### config.mk
export PLATFORM = sky130hd
export DESIGN_NAME = gtpu_n3_header_inserter_flat
export DESIGN_NICKNAME = d
export VERILOG_FILES = /design/src/rtl/gtpu_n3_header_inserter_if.sv /design/src/rtl/gtpu_n3_header_inserter.sv /design/src/flat_wrapper.sv
export SDC_FILE = /design/constraint.sdc
export NUM_CORES = 1
export LEC_CHECK = 0
export CORE_UTILIZATION = 38
export CTS_CLUSTER_SIZE = 20
export DETAILED_ROUTE_END_ITERATION = 8
export HOLD_SLACK_MARGIN = 0.15
export PLACE_DENSITY = 0.66
export SKIP_CTS_REPAIR_TIMING = 1
export SYNTH_ARGS = -nofsm -noshare
export SYNTH_HDL_FRONTEND = slang
export SYNTH_SLANG_ARGS = --single-unit
### constraint.sdc
create_clock -name clk -period 2.85 [get_ports clk]
set_clock_uncertainty 0.2 [all_clocks]
set_input_delay 0.4275 -clock clk [delete_from_list [all_inputs] [get_ports clk]]
set_output_delay 0.4275 -clock clk [all_outputs]
set_load 0.05 [all_outputs]
### src/rtl/gtpu_n3_header_inserter_if.sv
// ---------------------------------------------------------------------------
// gtpu_n3_header_inserter_if
// Purpose : bundles the metadata handshake, the N6-side payload stream and the
//           N3-side output stream of the GTP-U N3 header inserter.
// Signals : meta_*  per-packet metadata word (valid/ready handshake)
//           s_t*    payload stream into the inserter
//           m_t*    header + payload stream out of the inserter, m_tuser sideband
// Modports: slave  - the inserter's view
//           master - the view of the surrounding logic (classifier/arbiter/bench)
// ---------------------------------------------------------------------------
interface gtpu_n3_header_inserter_if #(
    parameter int DATA_W  = 128,
    parameter int TUSER_W = 24
);
    logic                  meta_valid;
    logic                  meta_ready;
    logic [7:0]            meta_gate;
    logic [31:0]           meta_teid;
    logic [7:0]            meta_qfi;
    logic [7:0]            meta_dscp;
    logic [15:0]           meta_qid;
    logic [15:0]           meta_len;

    logic [DATA_W-1:0]     s_tdata;
    logic [DATA_W/8-1:0]   s_tkeep;
    logic                  s_tlast;
    logic                  s_tvalid;
    logic                  s_tready;

    logic [DATA_W-1:0]     m_tdata;
    logic [DATA_W/8-1:0]   m_tkeep;
    logic                  m_tlast;
    logic                  m_tvalid;
    logic                  m_tready;
    logic [TUSER_W-1:0]    m_tuser;

    modport slave (
        input  meta_valid, meta_gate, meta_teid, meta_qfi, meta_dscp, meta_qid, meta_len,
        output meta_ready,
        input  s_tdata, s_tkeep, s_tlast, s_tvalid,
        output s_tready,
        output m_tdata, m_tkeep, m_tlast, m_tvalid, m_tuser,
        input  m_tready
    );

    modport master (
        output meta_valid, meta_gate, meta_teid, meta_qfi, meta_dscp, meta_qid, meta_len,
        input  meta_ready,
        output s_tdata, s_tkeep, s_tlast, s_tvalid,
        input  s_tready,
        input  m_tdata, m_tkeep, m_tlast, m_tvalid, m_tuser,
        output m_tready
    );
endinterface

### src/rtl/gtpu_n3_header_inserter.sv
// ---------------------------------------------------------------------------
// gtpu_n3_header_inserter
// Purpose : prepends a 16-byte GTP-U header (with PDU Session Container) to
//           each N6-side packet, driven by one metadata word per packet.
//           Packets with a closed gate or an inner length that would overflow
//           the 16-bit GTP-U length field are consumed and discarded.
// Ports   : clk       single rising-edge clock
//           rst_n     synchronous active-low reset
//           bus       metadata / payload-in / stream-out bundle (slave view)
//           fwd_cnt   saturating count of packets forwarded (at m_tlast handshake)
//           drop_cnt  saturating count of packets dropped
// DATA_W must be 64 or 128; the header then takes 2 or 1 output beats.
// ---------------------------------------------------------------------------
module gtpu_n3_header_inserter #(
    parameter int DATA_W  = 128,
    parameter int CNT_W   = 32,
    parameter int TUSER_W = 24
) (
    input  logic                      clk,
    input  logic                      rst_n,
    gtpu_n3_header_inserter_if.slave  bus,
    output logic [CNT_W-1:0]          fwd_cnt,
    output logic [CNT_W-1:0]          drop_cnt
);
    localparam int         KEEP_W    = DATA_W / 8;
    localparam int         HDR_BEATS = 128 / DATA_W;
    localparam logic [1:0] HDR_LAST  = 2'(HDR_BEATS);
    localparam logic [15:0] MAX_LEN  = 16'hFFF7;   // largest len whose len+8 fits in 16 bits

    typedef enum logic [1:0] {S_IDLE, S_HDR, S_PAY, S_DROP} state_t;

    state_t              r_state;
    state_t              w_state_nxt;
    logic [15:0]         r_len;
    logic [31:0]         r_teid;
    logic [5:0]          r_qfi;
    logic [1:0]          r_hdr_idx;      // number of header beats already loaded
    logic [DATA_W-1:0]   r_m_tdata;
    logic [KEEP_W-1:0]   r_m_tkeep;
    logic                r_m_tlast;
    logic                r_m_tvalid;
    logic [TUSER_W-1:0]  r_m_tuser;
    logic [CNT_W-1:0]    r_fwd_cnt;
    logic [CNT_W-1:0]    r_drop_cnt;

    logic                w_meta_ready;
    logic                w_s_tready;
    logic                w_meta_fire;
    logic                w_s_fire;
    logic                w_m_fire;
    logic                w_out_free;
    logic                w_open;
    logic [127:0]        w_hdr_in;
    logic [127:0]        w_hdr_reg;
    logic                w_unused;

    // Full 16-byte header, byte 0 in the MSBs.
    function automatic logic [127:0] make_hdr(input logic [15:0] len,
                                              input logic [31:0] teid,
                                              input logic [5:0]  qfi);
        make_hdr = {8'h34, 8'hFF, len + 16'd8, teid, 16'h0000, 8'h00, 8'h85,
                    8'h01, 8'h00, 2'b00, qfi, 8'h00};
    endfunction

    function automatic logic [DATA_W-1:0] hdr_beat(input logic [127:0] hdr,
                                                   input logic [1:0]   idx);
        hdr_beat = hdr[127 - int'(idx) * DATA_W -: DATA_W];
    endfunction

    function automatic logic [CNT_W-1:0] sat_inc(input logic [CNT_W-1:0] c);
        sat_inc = (&c) ? c : c + {{(CNT_W-1){1'b0}}, 1'b1};
    endfunction

    assign w_out_free  = !r_m_tvalid || bus.m_tready;
    assign w_meta_fire = bus.meta_valid && w_meta_ready;
    assign w_s_fire    = bus.s_tvalid && w_s_tready;
    assign w_m_fire    = r_m_tvalid && bus.m_tready;
    assign w_open      = bus.meta_gate[0] && (bus.meta_len <= MAX_LEN);
    // First beat is built straight from the metadata inputs so it can be
    // registered on the handshake edge; later beats use the latched copy.
    assign w_hdr_in    = make_hdr(bus.meta_len, bus.meta_teid, bus.meta_qfi[5:0]);
    assign w_hdr_reg   = make_hdr(r_len, r_teid, r_qfi);
    assign w_unused    = &{1'b0, bus.meta_gate[7:1], bus.meta_qfi[7:6]};

    always_comb begin
        w_state_nxt  = r_state;
        w_meta_ready = 1'b0;
        w_s_tready   = 1'b0;
        case (r_state)
            S_IDLE: begin
                // Wait until a trailing tlast beat has drained (or drains
                // this cycle) so the header never overwrites it.
                w_meta_ready = w_out_free;
                if (bus.meta_valid && w_out_free)
                    w_state_nxt = w_open ? S_HDR : S_DROP;
            end
            S_HDR: begin
                if (w_m_fire && (r_hdr_idx == HDR_LAST))
                    w_state_nxt = S_PAY;
            end
            S_PAY: begin
                w_s_tready = w_out_free;
                if (bus.s_tvalid && w_out_free && bus.s_tlast)
                    w_state_nxt = S_IDLE;
            end
            S_DROP: begin
                w_s_tready = 1'b1;
                if (bus.s_tvalid && bus.s_tlast)
                    w_state_nxt = S_IDLE;
            end
            default: w_state_nxt = S_IDLE;
        endcase
    end

    always_ff @(posedge clk) begin
        if (!rst_n) begin
            r_state    <= S_IDLE;
            r_len      <= '0;
            r_teid     <= '0;
            r_qfi      <= '0;
            r_hdr_idx  <= '0;
            r_m_tdata  <= '0;
            r_m_tkeep  <= '0;
            r_m_tlast  <= 1'b0;
            r_m_tvalid <= 1'b0;
            r_m_tuser  <= '0;
            r_fwd_cnt  <= '0;
            r_drop_cnt <= '0;
        end else begin
            r_state <= w_state_nxt;
            // An accepted beat empties the output register unless a new
            // beat is loaded below in the same cycle.
            if (w_m_fire)
                r_m_tvalid <= 1'b0;
            case (r_state)
                S_IDLE: begin
                    if (w_meta_fire) begin
                        r_len  <= bus.meta_len;
                        r_teid <= bus.meta_teid;
                        r_qfi  <= bus.meta_qfi[5:0];
                        if (w_open) begin
                            r_m_tdata  <= hdr_beat(w_hdr_in, 2'd0);
                            r_m_tkeep  <= '1;
                            r_m_tlast  <= 1'b0;
                            r_m_tvalid <= 1'b1;
                            r_m_tuser  <= {bus.meta_dscp, bus.meta_qid};
                            r_hdr_idx  <= 2'd1;
                        end
                    end
                end
                S_HDR: begin
                    if (w_m_fire && (r_hdr_idx != HDR_LAST)) begin
                        r_m_tdata  <= hdr_beat(w_hdr_reg, r_hdr_idx);
                        r_m_tkeep  <= '1;
                        r_m_tlast  <= 1'b0;
                        r_m_tvalid <= 1'b1;
                        r_hdr_idx  <= r_hdr_idx + 2'd1;
                    end
                end
                S_PAY: begin
                    if (w_s_fire) begin
                        r_m_tdata  <= bus.s_tdata;
                        r_m_tkeep  <= bus.s_tkeep;
                        r_m_tlast  <= bus.s_tlast;
                        r_m_tvalid <= 1'b1;
                    end
                end
                default: ;
            endcase
            if (w_m_fire && r_m_tlast)
                r_fwd_cnt <= sat_inc(r_fwd_cnt);
            if (w_meta_fire && !w_open)
                r_drop_cnt <= sat_inc(r_drop_cnt);
        end
    end

    assign bus.meta_ready = w_meta_ready;
    assign bus.s_tready   = w_s_tready;
    assign bus.m_tdata    = r_m_tdata;
    assign bus.m_tkeep    = r_m_tkeep;
    assign bus.m_tlast    = r_m_tlast;
    assign bus.m_tvalid   = r_m_tvalid;
    assign bus.m_tuser    = r_m_tuser;
    assign fwd_cnt        = r_fwd_cnt;
    assign drop_cnt       = r_drop_cnt;
endmodule

### src/flat_wrapper.sv
// flat-port wrapper written by rule: the top's interface ports become plain ports
module gtpu_n3_header_inserter_flat 
#(
    parameter int DATA_W  = 128,
    parameter int CNT_W   = 32,
    parameter int TUSER_W = 24
)
  (clk, rst_n, fwd_cnt, drop_cnt, bus_meta_valid, bus_meta_gate, bus_meta_teid, bus_meta_qfi, bus_meta_dscp, bus_meta_qid, bus_meta_len, bus_meta_ready, bus_s_tdata, bus_s_tkeep, bus_s_tlast, bus_s_tvalid, bus_s_tready, bus_m_tdata, bus_m_tkeep, bus_m_tlast, bus_m_tvalid, bus_m_tuser, bus_m_tready);
  gtpu_n3_header_inserter_if #(.DATA_W(DATA_W), .TUSER_W(TUSER_W)) bus_i ();
  input  logic clk;
  input  logic rst_n;
  output logic [CNT_W-1:0] fwd_cnt;
  output logic [CNT_W-1:0] drop_cnt;
  input wire logic [$bits(bus_i.meta_valid)-1:0] bus_meta_valid;
  input wire logic [$bits(bus_i.meta_gate)-1:0] bus_meta_gate;
  input wire logic [$bits(bus_i.meta_teid)-1:0] bus_meta_teid;
  input wire logic [$bits(bus_i.meta_qfi)-1:0] bus_meta_qfi;
  input wire logic [$bits(bus_i.meta_dscp)-1:0] bus_meta_dscp;
  input wire logic [$bits(bus_i.meta_qid)-1:0] bus_meta_qid;
  input wire logic [$bits(bus_i.meta_len)-1:0] bus_meta_len;
  output wire logic [$bits(bus_i.meta_ready)-1:0] bus_meta_ready;
  input wire logic [$bits(bus_i.s_tdata)-1:0] bus_s_tdata;
  input wire logic [$bits(bus_i.s_tkeep)-1:0] bus_s_tkeep;
  input wire logic [$bits(bus_i.s_tlast)-1:0] bus_s_tlast;
  input wire logic [$bits(bus_i.s_tvalid)-1:0] bus_s_tvalid;
  output wire logic [$bits(bus_i.s_tready)-1:0] bus_s_tready;
  output wire logic [$bits(bus_i.m_tdata)-1:0] bus_m_tdata;
  output wire logic [$bits(bus_i.m_tkeep)-1:0] bus_m_tkeep;
  output wire logic [$bits(bus_i.m_tlast)-1:0] bus_m_tlast;
  output wire logic [$bits(bus_i.m_tvalid)-1:0] bus_m_tvalid;
  output wire logic [$bits(bus_i.m_tuser)-1:0] bus_m_tuser;
  input wire logic [$bits(bus_i.m_tready)-1:0] bus_m_tready;
  assign bus_i.meta_valid = bus_meta_valid;
  assign bus_i.meta_gate = bus_meta_gate;
  assign bus_i.meta_teid = bus_meta_teid;
  assign bus_i.meta_qfi = bus_meta_qfi;
  assign bus_i.meta_dscp = bus_meta_dscp;
  assign bus_i.meta_qid = bus_meta_qid;
  assign bus_i.meta_len = bus_meta_len;
  assign bus_meta_ready = bus_i.meta_ready;
  assign bus_i.s_tdata = bus_s_tdata;
  assign bus_i.s_tkeep = bus_s_tkeep;
  assign bus_i.s_tlast = bus_s_tlast;
  assign bus_i.s_tvalid = bus_s_tvalid;
  assign bus_s_tready = bus_i.s_tready;
  assign bus_m_tdata = bus_i.m_tdata;
  assign bus_m_tkeep = bus_i.m_tkeep;
  assign bus_m_tlast = bus_i.m_tlast;
  assign bus_m_tvalid = bus_i.m_tvalid;
  assign bus_m_tuser = bus_i.m_tuser;
  assign bus_i.m_tready = bus_m_tready;
  gtpu_n3_header_inserter #(.DATA_W(DATA_W), .CNT_W(CNT_W), .TUSER_W(TUSER_W)) u_core (.clk(clk), .rst_n(rst_n), .bus(bus_i), .fwd_cnt(fwd_cnt), .drop_cnt(drop_cnt));
endmodule
==> impl_results.md, run 1 <==
- Syn Inst Count: 1592
- Slew @ Worst Pin: 0.763 ns
- Setup WS post-layout: 0.162 ns
- Initial antenna violation count: 8
- CTS Buffer Depth: 3
- Min cycle time layout: 2.69 ns
- Arr. time, crit path: 2.06 ns
- Wire per inst: 18.2 µm
- CP Depth: 5
- HP Class: input port to register
- Register area share after synthesis: 43.7%
- Routed Antenna Nets: 0
- Max IR drop VDD: 0.561 mV
- Crit path buffers/inverters: 3
- Clock root buffer: clkbuf_16
- GRT Total Usage: 24.8%
- Leak Pwr: 7.19 nW
- Critical Path Start Type: register
- R2r worst-path depth: 6
- Vias/cell: 5.19
- Setup crit end kind: primary output
- Crit path required time: 2.22 ns
- Die area: 35900 µm²
- Clk Latency, worst-skew pair: 0.51 ns
- Synth Area in Simple Gates: 24.2%
- CTS tree: built
- Congestion Overflow GR: 0
- RSZ-0062 raised after global routing: false
- Nets: 2292
- Initial core utilization: 38.7%
- Rel. slew slack: 49.1%
- Worst path top cell family by delay: buffers and inverters
- Chip Width: 190 µm
- Clock Sink Count: 292
- Count leader, synth: nand2_1
- Initial detailed-routing violation count: 717
- Synth-to-layout area growth: 50.9%
- Final hold viol count: 0
- Vias in the first global route: 12557
- Port Buf Inserts: 464
- Compound-Gate Fraction of Synth Area: 22.2%
- Mapped Area: 13400 µm²
- Post-place setup slack: -0.0317 ns
- I/O pin count: 474
- Max-cap violations: 0
- Via count: 13135
- Critical path's slowest cell: buf_16
- Syn. warnings: 0
- Syn nets: 1841
- DR pass1 iterations: 5
- H-tree Lvls: 2
- Synth Area in Adders: 1.03%
- GPL Wtd Cong: 0.799
- Die Ht: 190 µm
- DRC viols: 0
- Worst hold stages: 2
- CP cell instances: inv_1 -> ha_4 -> buf_16 -> a21o_1 -> buf_12
- Syn Area/Cell: 8.40 µm²
- Clock slew at reported path FFs: 0.06 ns
- Crit-path max FO: 148
- Largest family of logic cells by synthesized area: simple AND/OR/NAND/NOR gates
- Post-Synth XOR/XNOR Area: 4.26%
- Kind of critical path: register to primary output
- Crit path largest cell delay: 0.41 ns
- Final Slew Violations: 0
- CTS buffer count: 35
- Period utilization: 94.3%
- Cell variety after synth: 59
- Top cells by area, synth: dfxtp_1 44%, a21boi_0 11%, nand2_1 11%, nand3_1 4.3%, o211ai_1 3.4%
- Post-synth EDFFs: 0
- Commonest cells in the netlist: 379 x nand2_1, 292 x dfxtp_1, 191 x a21boi_0, 114 x nand3_1, 89 x clkbuf_1
- Proportion of synthesized area in mux cells: 0.299%
- Post-DP HPWL: 32900 µm
- Setup TNS: 0 ns
- Fmax: 372 MHz
- Post-synthesis register bit count: 292
- Status: finished clean
- Final setup fails: 0
- Asr flop ratio synth: 0%
- Core Area: 34500 µm²
- Num rows: 68
- Share of layout cells above drive strength 1: 7.64%
- First-pass GRT wire length: 70900 µm
- Top cell type by total area after synthesis: dfxtp_1
- Pwr dens: 1010 nW/µm²
- Prevailing post-synth register cell: dfxtp_1
- Yosys top cell area share: 43.7%
- Routed WL: 46000 µm
- Largest net degree at the start of global routing: 149
[routing by layer]
layer	vias up	share of wire (%)	global-route usage (%)	routed length (µm)
met5	-	0.059	0	27
met4	4	2.1	7.38	950
met3	59	7.7	7.60	3550
met2	377	49	41.1	22400
met1	6240	42	30.7	19100
li1	6455	-	-	-
[final cells by class]
cell class	count	area [µm²]
diodes	7	17.5
clock buffers	57	1080
clock inverters	6	120
fillers	3160	14400
inverters	15	56.3
multi-input cells	1161	7010
flip-flops and latches	292	5850
well taps	455	569
repair buffers	538	5470
[sequential cells by signal, indices dropped and copies added, names as in the netlist, 6 cells and up]
signal	count
u_core.bus.m_tdata	128
u_core.drop_cnt	32
u_core.fwd_cnt	32
u_core.r_teid	32
u_core.bus.m_tuser	24
u_core.bus.m_tkeep	16
u_core.r_len	16
u_core.r_qfi	6
[cell usage in the layout, fill, tap and decap left out, types with 17 or more instances in the layout]
master | netlist | final
a22oi_1 | 42 | 42
nand2_1 | 379 | 379
a21boi_0 | 191 | 191
nand4_1 | 21 | 21
dfxtp_1 | 292 | 292
xnor2_1 | 45 | 45
nor2_1 | 18 | 17
nand3_1 | 114 | 113
buf_12 | 0 | 20
nand3b_1 | 17 | 17
xor2_1 | 20 | 20
buf_4 | 3 | 55
o211ai_1 | 61 | 61
and2_1 | 46 | 46
clkdlybuf4s50_1 | 0 | 461
clkbuf_16 | 0 | 36
o21ai_0 | 42 | 42
a21oi_1 | 20 | 20
[report_power, final]
part / internal [W] / switching (W) / leakage, nW
combinational: 0.00369 / 0.00665 / 4.22
clock: 0.00286 / 0.00177 / 0.586
sequential: 0.00494 / 0.000498 / 2.38
[per-stage QoR]
stage / util, % / total power [W] / area [µm²] / std cells / hold slack, ns
global placement: 54.8 / 0.0157 / 18900 / 2461 / 0.247
CTS: 58.3 / 0.0205 / 20100 / 2524 / 0.157
finish: 58.4 / 0.0204 / 20200 / 2531 / 0.175
floorplan: - / 0.0117 / 13400 / 1592 / 0.243
global route: 58.4 / 0.0215 / 20200 / 2529 / 0.179
detailed placement: 54.8 / 0.0158 / 18900 / 2461 / 0.253
[worst paths after layout]
path / slack [ns] / to / start
setup reg to reg: 0.26 / u_core.fwd_cnt[25]$_SDFFE_PN0P_ / u_core.fwd_cnt[3]$_SDFFE_PN0P_
setup / recovery: 0.16 / bus_s_tready / u_core.r_state[0]$_SDFFE_PN0P_
hold reg to reg: 0.26 / u_core.bus.m_tdata[58]$_SDFFE_PN0P_ / u_core.bus.m_tdata[58]$_SDFFE_PN0P_
hold / removal: 0.17 / u_core.bus.m_tkeep[8]$_SDFFE_PN0P_ / rst_n
[worst reg2reg max path, delay by kind of cell, from the launching register on]
kind / cells / cell delay [ns]
AND/OR/NAND/NOR: 4 / 1.09
XOR/XNOR: 1 / 0.16
flip-flops: 1 / 0.50
AO/OA/AOI/OAI: 1 / 0.53
[cell families after synthesis]
kind of cell / after synthesis
DFF: 292
and+or+nand+nor: 680
muxes: 4
AOI/OAI and AO/OA: 401
adders and majority gates: 11
xor gates and xnor gates: 65
buffers and inverters: 139
Note: power is estimated with default switching activity, not from simulation.
==> run 2: changes to the inputs <==
- clock period: 2.85 -> 3.07 ns (I/O delays scaled with it)
==> run 2 against run 1 <==
Compared with the run above:
- sequential power shrank 7.4%
- via count shrank 0.71%
- critical path depth grew 4
- combinational power shrank 12%
- non-clock buffer count shrank 37
- sequential share of layout area grew 0.61 points
- total power shrank 11%
- die area is the same
- final cell count shrank 1.5%
- register-to-register slack gained 0.21 ns
==> impl_results.md, run 2 (synthesis gave the netlist of run 1 again) <==
- Status: finished clean
- FF-to-FF Start: u_core.r_state[0]$_SDFFE_PN0P_
- Vias in the first global route: 12493
- Setup TNS: 0 ns
- Final Power: 0.0182 W
- CTS Buffer Depth: 3
- DRC viols: 0
- Largest register FFs: 128
- Die area: 35900 µm²
- CTS tree: built
- Multi-input logic area: 7010 µm²
- Post-layout util: 57.2%
- Port Buf Inserts: 464
- Routed WL: 45700 µm
- I/O pin count: 474
- Share of layout cells above drive strength 1: 5.86%
- R2r worst-path depth: 9
- M1 WL: 18500 µm
- Final setup fails: 0
- Critical Path Start Type: register
- Met2 WL: 22000 µm
- Max-cap violations: 0
- GPL Wtd Cong: 0.823
- Core Area: 34500 µm²
- Top Metal Used: met5
- Rel. slew slack: 53.3%
- Congestion Overflow GR: 0
- Pwr dens: 922 nW/µm²
- CTS buffer count: 36
- DR pass1 iterations: 5
- Clock slew at reported path FFs: 0.06 ns
- Synth-to-layout area growth: 47.8%
- Clock root buffer: clkbuf_16
- Arr. time, crit path: 2.85 ns
- Hold Path End: u_core.bus.m_tkeep[6]$_SDFFE_PN0P_
- Hold Startpoint: rst_n
- Chip Width: 190 µm
- Worst path top cell family by delay: simple AND/OR/NAND/NOR gates
- Max IR drop VDD: 0.749 mV
- Met3 wire len: 4070 µm
- RSZ-0062 raised after global routing: false
- Post-DP HPWL: 32000 µm
- Finished Cell Area: 19800 µm²
- Reg area: 5850 µm²
- Worst hold stages: 2
- Period utilization: 84.7%
- Crit path largest cell delay: 0.40 ns
- Nets: 2256
- Crit path required time: 3.32 ns
- Final Slew Violations: 0
- R2R setup slack: 0.47 ns
- GRT Total Usage: 24.6%
- Worst R2R End: u_core.bus.m_tdata[18]$_SDFFE_PN0P_
- H-tree Lvls: 2
- Crit path buffers/inverters: 2
- Final hold viol count: 0
- Crit-path max FO: 73
- Initial core utilization: 38.7%
- CP cell instances: inv_1 -> ha_4 -> nor2b_1 -> a221oi_1 -> nand3_1 -> nor2b_4 -> buf_12 -> nand3_1 -> a21boi_0
- CP dominant cell by count: nand3_1
- Slew @ Worst Pin: 0.701 ns
- Fmax: 385 MHz
- Setup crit end kind: register
- HP Class: input port to register
- Via count: 13042
- Die Ht: 190 µm
- Min cycle time layout: 2.60 ns
- Kind of critical path: register to register
- Wire per inst: 18.3 µm
- Routed Antenna Nets: 0
- Post-Place Cell Area: 18600 µm²
- First-pass GRT wire length: 70400 µm
- Initial detailed-routing violation count: 665
- Fillers: 3111
- Critical path's slowest cell: dfxtp_1
- Initial antenna violation count: 8
- Clock Sink Count: 292
- Commonest non-fill, non-tap cell in the layout: clkdlybuf4s50_1
- Commonest non-fill, non-tap cells in the layout: 461 x clkdlybuf4s50_1, 379 x nand2_1, 292 x dfxtp_1, 191 x a21boi_0, 113 x nand3_1
- Leak Pwr: 6.96 nW
- Vias/cell: 5.23
- Largest net degree at the start of global routing: 146
- Num rows: 68
- Clk Latency, worst-skew pair: 0.53 ns
run 2: cell type report:
type / instances / area share, %
multi-input cells: 1161 / 35.5
flip-flops and latches: 292 / 29.6
repair buffers: 501 / 25.9
clock buffers: 54 / 5.26
well taps: 455 / 2.88
clock inverters: 8 / 0.494
inverters: 15 / 0.285
diodes: 6 / 0.0760
run 2: per-stage QoR:
step / hold WS, ns / setup slack, ns / instances
4_1_cts: 0.150 / 0.454 / 2486
3_5_place_dp: 0.254 / 0.00155 / 2424
5_1_grt: 0.171 / 0.282 / 2491
2_1_floorplan: 0.243 / 0.377 / 1592
6_report: 0.175 / 0.469 / 2492
3_3_place_gp: 0.247 / 0.0322 / 2424
run 2: how the worst max path moves through the flow:
stage | endpoint | slack, ns | start | cells past startpoint
CTS | u_core.bus.m_tdata[41]$_SDFFE_PN0P_ | 0.45 | u_core.r_state[0]$_SDFFE_PN0P_ | 9
finish | u_core.bus.m_tdata[18]$_SDFFE_PN0P_ | 0.47 | u_core.r_state[0]$_SDFFE_PN0P_ | 9
global placement | u_core.bus.m_tuser[7]$_SDFFE_PN0P_ | 0.03 | bus_meta_len[0] | 9
global route | u_core.bus.m_tdata[124]$_SDFFE_PN0P_ | 0.28 | u_core.r_state[0]$_SDFFE_PN0P_ | 9
floorplan | u_core.fwd_cnt[30]$_SDFFE_PN0P_ | 0.38 | u_core.fwd_cnt[0]$_SDFFE_PN0P_ | 7
detailed placement | u_core.bus.m_tuser[2]$_SDFFE_PN0P_ | 0.002 | bus_meta_len[0] | 9
run 2: metal layers:
metal,GRT usage [%],vias to the layer above
met1,29.9,6179
met5,0,-
met2,40.7,412
met4,7.85,4
li1,-,6382
met3,8.37,65
run 2: report_power, final:
| group | switching, W | internal, W |
|---|---|---|
| combinational | 0.00605 | 0.00298 |
| clock | 0.00164 | 0.00250 |
| sequential | 0.000455 | 0.00459 |
==> run 3: changes to the inputs <==
- clock period: 3.07 -> 2.59 ns (I/O delays scaled with it)
==> run 3 against run 2 <==
Compared with the run above:
- die area unchanged
- register-to-register slack got worse by 0.28 ns
- critical path type is now register to primary output
- flip-flop and latch count stayed put
- largest power group unchanged
- sequential share of layout area is 0.70 points lower
- non-clock buffer count grew 64
- critical path depth shrank 5
- total power grew 22%
- clock power grew 7.7%
==> impl_results.md, run 3 (synthesis gave the netlist of run 1 again) <==
- Initial antenna violation count: 9
- HP Class: input port to register
- Core Area: 34500 µm²
- Die area: 35900 µm²
- Clock Sink Count: 292
- CTS buffer count: 34
- CTS Buffer Depth: 3
- Met3 Usage GRT: 7.21%
- Met1 usage in global routing: 29.9%
- Period utilization: 95.8%
- Initial core utilization: 38.7%
- Clock root buffer: clkbuf_16
- Largest net degree at the start of global routing: 148
- Critical Path Start Type: register
- Leak Pwr: 7.26 nW
- Max IR drop VDD: 0.616 mV
- Final hold viol count: 0
- R2R setup slack: 0.19 ns
- DR pass1 iterations: 5
- Fmax: 403 MHz
- Commonest non-fill, non-tap cell in the layout: clkdlybuf4s50_1
- Setup crit end kind: primary output
- Final setup fails: 0
- Max-cap violations: 0
- Port Buf Inserts: 464
- Post-DP HPWL: 32700 µm
- First-pass GRT wire length: 70600 µm
- Num rows: 68
- Vias in the first global route: 12809
- Hold slack: 0.152 ns
- Wire per inst: 18.2 µm
- Slew @ Worst Pin: 0.661 ns
- Commonest non-fill, non-tap cells in the layout: 461 x clkdlybuf4s50_1, 379 x nand2_1, 283 x dfxtp_1, 187 x a21boi_0, 112 x nand3_1
- Vias/cell: 5.22
- Share of layout cells above drive strength 1: 9.21%
- Via count: 13288
- Clock slew at reported path FFs: 0.06 ns
- Top Usage Layer GRT: met2
- Placed cell count: 2485
- GRT Total Usage: 24.6%
- Largest register FFs: 128
- Kind of critical path: register to primary output
- I/O pin count: 474
- Final Slew Violations: 0
- Clk Latency, worst-skew pair: 0.50 ns
- CTS tree: built
- Nets: 2318
- Arr. time, crit path: 1.89 ns
- Rel. slew slack: 55.8%
- Pwr dens: 1100 nW/µm²
- GPL Wtd Cong: 0.834
- Post-Place Cell Area: 19200 µm²
- Met2 Track Usage GR: 41.4%
- Routed Antenna Nets: 0
- RSZ-0062 raised after global routing: false
- Congestion Overflow GR: 0
- Chip Width: 190 µm
- Crit path required time: 2.00 ns
- Setup TNS: 0 ns
- Routed WL: 46500 µm
- Final Non-Filler Cells: 2546
- Crit-path max FO: 74
- Initial detailed-routing violation count: 790
- H-tree Lvls: 2
- Die Ht: 190 µm
- Finished Cell Area: 20300 µm²
- Status: finished clean
- Synth-to-layout area growth: 51.6%
- Min cycle time layout: 2.48 ns
- DRC viols: 0
run 3: power breakdown:
group | internal (W) | switching [W]
Clock | 0.00259 | 0.00187
Combinational | 0.00434 | 0.00748
Sequential | 0.00543 | 0.000524
Total | 0.0124 | 0.00987
run 3: critical path, stage by stage (launching register included):
cell and delay (ns):
dfxtp_1 0.44, ha_4 0.26, buf_16 0.33, a21o_2 0.22, buf_12 0.14
run 3: worst paths after layout:
kind,endpoint,startpoint,cells past startpoint
worst min-delay path,u_core.bus.m_tkeep[0]$_SDFFE_PN0P_,rst_n,2
worst max-delay path,bus_s_tready,u_core.r_state[1]$_SDFFE_PN0P_,4
worst min register to register,u_core.bus.m_tdata[13]$_SDFFE_PN0P_,u_core.bus.m_tdata[13]$_SDFFE_PN0P_,2
worst max register to register,u_core.bus.m_tdata[74]$_SDFFE_PN0P_,u_core.r_state[0]$_SDFFE_PN0P_,11
run 3: per-layer routing:
layer  wire length (µm)  part of all wire, %
met4               1350                  2.9
met3               3670                  7.9
met2              22200                   48
met1              19200                   41
met5                 30                0.065
run 3: stage by stage:
stage,util (%),power [W],setup WS [ns]
detailed placement,55.5,0.0176,-0.212
floorplan,-,0.0128,0.00168
finish,58.7,0.0222,0.109
global route,58.7,0.0234,0.00345
CTS,58.4,0.0221,-0.182
global placement,55.5,0.0175,-0.173
run 3: final cells by class:
type	count	area (µm²)
clock inverter	6	38.8
fill	3125	14300
antenna	6	15.0
inverter	15	56.3
multi-input combinational	1161	7030
timing repair buffer	565	5740
sequential	292	5860
tap	455	569
clock buffer	46	967
